--- config.mk ---
export PLATFORM = sky130hd
export DESIGN_NAME = multichannel_hysteresis_debouncer
export DESIGN_NICKNAME = d
export VERILOG_FILES = /design/src/rtl/debounce_pkg.sv /design/src/rtl/debounce_channel.sv /design/src/rtl/multichannel_hysteresis_debouncer.sv
export SDC_FILE = /design/constraint.sdc
export NUM_CORES = 1
export LEC_CHECK = 0
export CORE_UTILIZATION = 40
export CTS_CLUSTER_DIAMETER = 200
export DETAILED_ROUTE_END_ITERATION = 10
export REMOVE_ABC_BUFFERS = 1
export SETUP_SLACK_MARGIN = 0.15
export SLEW_MARGIN = 20
export SYNTH_ARGS = -nofsm -noshare
export SYNTH_HDL_FRONTEND = slang
export SYNTH_SLANG_ARGS = --single-unit
--- constraint.sdc ---
create_clock -name clk -period 3 [get_ports clk]
set_clock_uncertainty 0.1 [all_clocks]
set_input_delay 0.6 -clock clk [delete_from_list [all_inputs] [get_ports clk]]
set_output_delay 0.6 -clock clk [all_outputs]
set_load 0.005 [all_outputs]
--- src/rtl/debounce_pkg.sv ---
// Shared defaults and width helper for the multichannel hysteresis debouncer.
package debounce_pkg;

    localparam int DEFAULT_WIDTH            = 4;
    localparam int DEFAULT_SAMPLE_COUNT_MAX = 25000;
    localparam int DEFAULT_PULSE_COUNT_MAX  = 150;
    localparam int DEFAULT_LONG_PRESS_TICKS = 20000;

    // $clog2 that never returns less than 1, so counters are at least one bit wide.
    function automatic int clog2_min1(input int value);
        return (value <= 1) ? 1 : $clog2(value);
    endfunction

endpackage

--- src/rtl/debounce_channel.sv ---
// One debouncer channel: saturating up/down integrator, hysteresis level, edge pulses.
// Hold counter for long_press exists only when DEBOUNCE_LONG_PRESS_EN is defined.
module debounce_channel
    import debounce_pkg::*;
#(
    parameter int PULSE_COUNT_MAX  = DEFAULT_PULSE_COUNT_MAX,
    parameter int LONG_PRESS_TICKS = DEFAULT_LONG_PRESS_TICKS
) (
    input  logic clk,
    input  logic rst_n,
    input  logic tick,
    input  logic glitchy_signal,
    output logic debounced_signal,
    output logic rise_pulse,
    output logic fall_pulse,
    output logic long_press
);

    localparam int              CW      = clog2_min1(PULSE_COUNT_MAX + 1);
    localparam logic [CW-1:0]   CNT_MAX = CW'(PULSE_COUNT_MAX);

    if (PULSE_COUNT_MAX < 1) begin : g_bad_pulse
        $fatal(1, "debounce_channel: PULSE_COUNT_MAX must be >= 1");
    end
    if (LONG_PRESS_TICKS < 1) begin : g_bad_long
        $fatal(1, "debounce_channel: LONG_PRESS_TICKS must be >= 1");
    end

    logic [CW-1:0] cnt;
    logic [CW-1:0] cnt_next;
    logic          level;
    logic          level_next;

    always_comb begin
        cnt_next = cnt;
        if (tick) begin
            if (glitchy_signal && (cnt != CNT_MAX)) begin
                cnt_next = cnt + CW'(1);
            end else if (!glitchy_signal && (cnt != '0)) begin
                cnt_next = cnt - CW'(1);
            end
        end
    end

    // Level only moves when the integrator lands on a bound; in between it holds.
    always_comb begin
        level_next = level;
        if (cnt_next == CNT_MAX) begin
            level_next = 1'b1;
        end else if (cnt_next == '0) begin
            level_next = 1'b0;
        end
    end

    always_ff @(posedge clk or negedge rst_n) begin
        if (!rst_n) begin
            cnt        <= '0;
            level      <= 1'b0;
            rise_pulse <= 1'b0;
            fall_pulse <= 1'b0;
        end else begin
            cnt        <= cnt_next;
            level      <= level_next;
            rise_pulse <= level_next & ~level;
            fall_pulse <= ~level_next & level;
        end
    end

    assign debounced_signal = level;

`ifdef DEBOUNCE_LONG_PRESS_EN
    localparam int            HW       = clog2_min1(LONG_PRESS_TICKS + 1);
    localparam logic [HW-1:0] HOLD_MAX = HW'(LONG_PRESS_TICKS);

    logic [HW-1:0] hold;

    // Cleared on the same edge the level falls, so long_press drops together with it.
    always_ff @(posedge clk or negedge rst_n) begin
        if (!rst_n) begin
            hold <= '0;
        end else if (!level_next) begin
            hold <= '0;
        end else if (tick && level && (hold != HOLD_MAX)) begin
            hold <= hold + HW'(1);
        end
    end

    assign long_press = (hold == HOLD_MAX);
`else
    assign long_press = 1'b0;
`endif

endmodule

--- src/rtl/multichannel_hysteresis_debouncer.sv ---
// Shared sample prescaler feeding WIDTH independent hysteresis debouncer channels.
// Define DEBOUNCE_LONG_PRESS_EN to enable per-channel long_press detection.
module multichannel_hysteresis_debouncer
    import debounce_pkg::*;
#(
    parameter int WIDTH            = DEFAULT_WIDTH,
    parameter int SAMPLE_COUNT_MAX = DEFAULT_SAMPLE_COUNT_MAX,
    parameter int PULSE_COUNT_MAX  = DEFAULT_PULSE_COUNT_MAX,
    parameter int LONG_PRESS_TICKS = DEFAULT_LONG_PRESS_TICKS
) (
    input  logic             clk,
    input  logic             rst_n,
    input  logic [WIDTH-1:0] glitchy_signal,
    output logic [WIDTH-1:0] debounced_signal,
    output logic [WIDTH-1:0] rise_pulse,
    output logic [WIDTH-1:0] fall_pulse,
    output logic [WIDTH-1:0] long_press
);

    localparam int            PW      = clog2_min1(SAMPLE_COUNT_MAX);
    localparam logic [PW-1:0] PRE_MAX = PW'(SAMPLE_COUNT_MAX - 1);

    if (WIDTH < 1) begin : g_bad_width
        $fatal(1, "multichannel_hysteresis_debouncer: WIDTH must be >= 1");
    end
    if (SAMPLE_COUNT_MAX < 1) begin : g_bad_sample
        $fatal(1, "multichannel_hysteresis_debouncer: SAMPLE_COUNT_MAX must be >= 1");
    end

    logic [PW-1:0] pre_cnt;
    logic          tick;

    // Tick is registered on the wrap, so the first one lands SAMPLE_COUNT_MAX cycles after reset.
    always_ff @(posedge clk or negedge rst_n) begin
        if (!rst_n) begin
            pre_cnt <= '0;
            tick    <= 1'b0;
        end else if (pre_cnt == PRE_MAX) begin
            pre_cnt <= '0;
            tick    <= 1'b1;
        end else begin
            pre_cnt <= pre_cnt + PW'(1);
            tick    <= 1'b0;
        end
    end

    for (genvar i = 0; i < WIDTH; i++) begin : g_ch
        debounce_channel #(
            .PULSE_COUNT_MAX  (PULSE_COUNT_MAX),
            .LONG_PRESS_TICKS (LONG_PRESS_TICKS)
        ) u_ch (
            .clk              (clk),
            .rst_n            (rst_n),
            .tick             (tick),
            .glitchy_signal   (glitchy_signal[i]),
            .debounced_signal (debounced_signal[i]),
            .rise_pulse       (rise_pulse[i]),
            .fall_pulse       (fall_pulse[i]),
            .long_press       (long_press[i])
        );
    end

endmodule
# Yosys cells after proc, flatten, opt, wreduce, memory -nomap -nowiden
# Cells that the tools add are included.
# word_totals
regBits	60
elab_cells	94
# classes
n_eq_ne	9
add_sub_neg	9
reduce_logical	20
bitwise	16
muxes	22
# ops
cell	count
2-to-1 mux 8 bit	12
adder 8 x 1 -> 8 bit (second input constant)	4
== test 8 bit (second input constant)	4
zero test 8 bit	4
!= test 8 bit (second input constant)	4
nonzero test 8 bit	4
subtractor 8 x 1 -> 8 bit (second input constant)	4
adder 15 x 1 -> 15 bit (second input constant)	1
== test 15 bit (second input constant)	1
2-to-1 mux 15 bit	1
2-to-1 mux 1 bit	9
AND 1 bit	8
logical AND 1 bit	8
inverter 1 bit	8
zero test 1 bit	4

# Logic depth before layout (Yosys ltp)
# depth
word_depth	10
mapped_depth	11

# Hierarchy
# Synthesis repeated with hierarchy kept, for this count alone.
# unflattened
cells_unflattened	407
hier_area_um2	4160.2
# by_module_without_submodules
module	area_per_inst_um2	seq_area_each_um2	cells_per_inst	n_inst
debounce_channel (g_ch[0].u_ch ...)	833.3	275.3	83	3
debounce_channel (g_ch[1].u_ch)	850.8	275.3	82	1
multichannel_hysteresis_debouncer	809.5	400.4	76	1

# Least setup slack after synthesis
# Ideal clock, no wire load.
# synth_timing
path_kind	input -> register
from	input glitchy_signal[2]
to	register g_ch[2].u_ch.level
t_arrival_ps	2500
setup_slack_ps	306
stages	8
t_required_ps	2806
setup_ps	94
n_path_buf	1
cell_sequence	buf_2 nor2b_1 nand2_1 o32ai_1 xor2_1 or4_1 or3b_1 a211oi_1
# synth_via
elab_chain_len	8
word_cells_on_any_way	10
classes_between	eq/ne: 1; mux: 5; reduce/logical: 4
# synth_lines
element	line	source
start, declared	multichannel_hysteresis_debouncer.sv:13	input logic [WIDTH-1:0] glitchy_signal,
zero test 1 bit	debounce_channel.sv:39	end else if (!glitchy_signal && (cnt != '0)) begin
logical AND 1 bit	debounce_channel.sv:39	
2-to-1 mux 8 bit	debounce_channel.sv:39	
2-to-1 mux 8 bit (*)	debounce_channel.sv:37	if (glitchy_signal && (cnt != CNT_MAX)) begin
2-to-1 mux 8 bit (*)	debounce_channel.sv:36	if (tick) begin
net g_ch[2].u_ch.cnt_next[3]	debounce_channel.sv:30	logic [CW-1:0] cnt_next;
zero test 8 bit	debounce_channel.sv:50	end else if (cnt_next == '0) begin
2-to-1 mux 1 bit	debounce_channel.sv:50	
2-to-1 mux 1 bit (*)	debounce_channel.sv:48	if (cnt_next == CNT_MAX) begin
net g_ch[2].u_ch.level_next	debounce_channel.sv:32	logic level_next;
end signal, assigned	debounce_channel.sv:63	level <= level_next;
end, declared	debounce_channel.sv:31	logic level;
# The timed path passes the listed nets; every way through them passes the cells marked *.

# Worst setup path after layout
# layout_timing
from	register g_ch[2].u_ch.cnt[0]
to	register g_ch[2].u_ch.level
# layout_via
elab_chain_len	8
word_cells_on_any_way	13
classes_between	add/sub: 2; eq/ne: 2; mux: 5; reduce/logical: 4
# layout_lines
element	line	source
start, declared	debounce_channel.sv:29	logic [CW-1:0] cnt;
start signal, assigned	debounce_channel.sv:62	cnt <= cnt_next;
parallel branches: the longest is 3 deep, another holds subtractor 8 x 1 -> 8 bit	n/a	
2-to-1 mux 8 bit (*)	debounce_channel.sv:37	
2-to-1 mux 8 bit (*)	debounce_channel.sv:36	
net g_ch[2].u_ch.cnt_next[3]	debounce_channel.sv:30	
zero test 8 bit	debounce_channel.sv:50	
2-to-1 mux 1 bit	debounce_channel.sv:50	
2-to-1 mux 1 bit (*)	debounce_channel.sv:48	
net g_ch[2].u_ch.level_next	debounce_channel.sv:32	
# Mark *: on every way through the listed nets, which the timed path passes.

==> flow_results.org <==
** Status
- Outcome :: completed

** Synthesis
- The share of synthesized area in the top cell type comes to 38.70%.
- Fraction of synthesized area in multiplexers :: 1.032%
- Synth cell types :: 63
- The synthesized netlist devotes 13.12% of its cell area to compound gates.
- Adder and majority cell fraction of the synthesized area :: under 10%
- Of all flip-flops after synthesis, the portion carrying an async set or reset was 100.0%.
- Post-synthesis xor/xnor area fraction :: 8.126%
- In the synthesized netlist, the cells that appear most often are dfrtp_1, nor2_1, nand2_1.
- After synthesis the netlist holds a flip-flop and latch count of 60.
- Post-synthesis average cell area :: 9.238 um^2
- In the synthesized netlist the dominant register cell turns out to be dfrtp_1.
- Summing every instance area after synthesis gives 3880 um^2.
- After technology mapping, the gate count stands at 420.
- EDFF count, synth :: 0
- Cell with the most instances after synthesis :: dfrtp_1
- Dominant combinational cell family by area after synthesis :: simple AND/OR/NAND/NOR gates
- Ranked by total cell area, the synthesized netlist is headed by dfrtp_1, ha_1, xnor2_1.
- After Yosys synthesis, and, or, nand and nor cells account for 25.06% of the synthesized area.
- Ys Warns :: 0
- Share of the yosys chip area belonging to registers :: 38.70%
- Largest area contributor in the netlist :: dfrtp_1

** Detailed routing
- The count of nets left with antenna violations once routing finished came out at 0.
- Number of iterations in the first detailed-routing pass :: 4
- Average wire length per cell after detail routing :: 13.73 um
- DRC violation total after the first TritonRoute iteration :: 136
- In the routed design, unresolved DRC markers number 0.
- Summing over every cut layer, the via total after detailed routing is 3088.
- Routed wire length :: 7979 um
- Dividing the detail-routed via count by the number of cells gives roughly 5.3.

** Pwr
- VDD sags by at most 0.2860 mV.
- The analysis attributes to cell leakage a power of 0.002033 uW.
- In this run the power density over the cells is 352.7 nW/um^2.

** Worst setup path
- The number of cells on the worst reg-to-reg path is 10.
- Largest incremental delay on the critical path :: a little over 500 ps
- Internal reg-to-reg setup slack :: 230 ps
- Critical path depth in cells :: 10
- Peak fanout along the critical path :: 4
- Type of the worst setup path :: flop to flop
- Walking the worst path, the cells encountered are inv_1, ha_1, nor3b_1, buf_4, and2_2, o32ai_4, xor2_1, or4_4, or3b_4, a211oi_2.
- In this run the critical register-to-register path is launched from g_ch[2].u_ch.cnt[0]$_DFF_PN0_.
- Crit. End Element :: flop
- Endpoint of the worst setup timing path :: g_ch[2].u_ch.debounced_signal$_DFF_PN0_
- Worst reg2reg path endpoint :: g_ch[2].u_ch.debounced_signal$_DFF_PN0_
- The worst setup path is launched from a flop.
- Arr. time, crit path :: 2930 ps
- WP buf/inv :: 2
- Tracing the worst setup path back leads to its startpoint at g_ch[2].u_ch.cnt[0]$_DFF_PN0_.
- Worst endpoint required time :: 3160 ps
- The cell family contributing the most delay on the critical path is simple AND/OR/NAND/NOR gates.
- Slowest cell on crit path :: or4_4

** Layout
- Net count, final :: around 470
- Relative to the synthesized area, the layout overhead comes to 16.22%.
- Post-route core utilization :: between 40% and 50%
- Fin area :: 4509 um^2
- Antenna fix cells :: 0
- The finished layout holds just under 600 standard cells, fillers aside.
- Fill count :: 886
- Share of layout cells above drive strength 1 :: 16.59%

** Floorplan
- The die is 100.5 um tall.
- Floorplan row count :: 35
- Number of primary I/O pins :: 22
- Core ar. :: 9328 um^2
- The die is between 100 and 150 um wide.
- The die covers 10100 um^2.
- Initial cell density of the core :: 41.60%

** Timing
- Max_slew headroom :: between 50 and 60%
- Final setup violation count :: 0
- Share of the cycle needed by the critical path after routing :: 92.48%
- Based on the critical path, the design can be clocked at up to 360.4 MHz.
- Smallest hold slack :: around 210 ps
- Slew Limit Fails :: 0
- Setup repair after global routing could not meet its margin everywhere.
- Final-report hold violation count :: 0
- Least-Margin Pin Slew :: 716.9 ps
- The smallest clock period supported by the final layout is computed as 2775 ps.

** GRT
- Leftover overflow at the end of global routing :: 0
- Wire length of the first global-routing pass :: 13520 um
- Global routing consumed, over all layers together, 16.99% of the routing resources.
- Vias in the first global route :: 2890
- Maximum number of pins on one net before global-route repair :: 32
- The number of antenna violations at the first check in global routing is 0.

** Place
- Once placement completed, the tool counted placed cells totaling around 570.
- Routability-driven placement finished with a final weighted congestion of 0.8598.
- Final HPWL DP :: 5760 um
- After detailed placement, the total cell area comes to 4243 um^2.
- Port buffering added 17 buffers.

** CTS
- Clock latency reported for the late side of the worst-skew pair :: 340 ps
- CTS Buffer Depth :: 2
- CTS placed an instance of clkbuf_8 at the clock tree root.
- TritonCTS built the clock tree.
- H-tree depth :: 3
- Post-CTS timing repair inserted 0 buffers for setup.
- The clock net in this run drives a total of 60 sinks.
- Clock-pin slew was measured on the worst setup and hold paths at ~70 ps.
- CTS Buf Count :: 9

** Flow run
- Max-Cap Viols :: 0

** Worst hold path
- Worst hold-check path type :: primary input to async pin
[cell type report]
| cell class | instances | area, um^2 | area share [%] |
|---|---|---|---|
| Multi-Input combinational cell | 303 | 2142 | 47.50 |
| Sequential cell | 60 | 1501 | 33.30 |
| Timing Repair Buffer | 50 | 424.2 | 9.406 |
| Tap cell | 129 | 161.4 | 3.579 |
| Clock buffer | 10 | 137.6 | 3.052 |
| Inverter | 24 | 90.09 | 1.998 |
| Clock inverter | 5 | 52.55 | 1.165 |
[cell usage in the layout (no fill, tap or decap), drive strengths merged, types with 3 or more instances in the layout]
cell type,netlist,final
dfrtp,60,60
nor2,36,36
buf,28,34
nand2,25,25
inv,24,24
nand3,22,22
xor2,18,18
xnor2,18,18
ha,17,17
nand4,15,15
clkdlybuf4s50,0,15
nor3,14,14
a21oi,13,13
o21ai,12,12
o22ai,10,10
clkbuf,8,10
nor4,9,9
or3,6,6
nand2b,5,5
and3,5,5
nor3b,5,5
nor2b,4,4
and4,4,4
mux2i,4,4
conb,1,4
a211oi,4,4
a2bb2oi,4,4
or4,4,4
nand3b,3,3
o21a,3,3
a32oi,3,3
a31oi,3,3
o31ai,3,3
o31a,3,3
o221ai,3,3
clkinv,0,3
and2,3,3
o211ai,3,3
nor4b,3,3
[stage by stage]
stage               total power, uW  setup TNS [ps]  setup WS, ps
global placement              898.0          -265.7        -152.8
global route                   1667               0         98.26
detailed placement            898.9          -647.2        -257.6
finish                         1590               0         225.5
floorplan                     854.1               0         155.7
CTS                            1621               0         178.1
[kinds of logic after synthesis]
group,after synthesis
buffers and inverters,60
XOR/XNOR,36
flip-flops,60
multiplexers,4
other,1
AO/OA/AOI/OAI,70
adder cells (fa/ha/maj),17
AND/OR/NAND/NOR,172
[what timing repair did]
action / 4_1_cts / 5_1_grt
pin swaps: 0 / 2
hold buffers: 0 / 0
gates cloned: 0 / 0
gates resized for setup: 2 / 13
setup endpoints to repair: 2 / 7
[worst min-delay path by stage]
| stage | to | cells past startpoint |
|---|---|---|
| final | g_ch[3].u_ch.cnt[3]$_DFF_PN0_ | 1 |
| after global routing | g_ch[3].u_ch.cnt[3]$_DFF_PN0_ | 1 |
| after CTS | g_ch[3].u_ch.cnt[3]$_DFF_PN0_ | 1 |
| after detailed placement | pre_cnt[0]$_DFF_PN0_ | 1 |
| after global placement | pre_cnt[0]$_DFF_PN0_ | 1 |
| after floorplan | g_ch[0].u_ch.cnt[0]$_DFF_PN0_ | 0 |
[report_power, final]
group	internal, uW	switching, uW
sequential	811	3.24
clock	397	310
combinational	24.7	44.5
[metal layers]
metal	part of all wire, %	global-route usage, %	vias up
li1	-	-	1540
met1	48	22.52	1461
met2	46	26.87	76
met3	3.7	4.438	11
met4	1.5	6.020	0
met5	0	0	-
[flip-flops by register name (all words and copies together), names as in the netlist]
register and flops:
g_ch.u_ch.debounced_signal 4, g_ch.u_ch.fall_pulse 4, pre_cnt 15, g_ch.u_ch.cnt 32, tick 1, g_ch.u_ch.rise_pulse 4
Note: power is estimated with default switching activity, not from simulation.
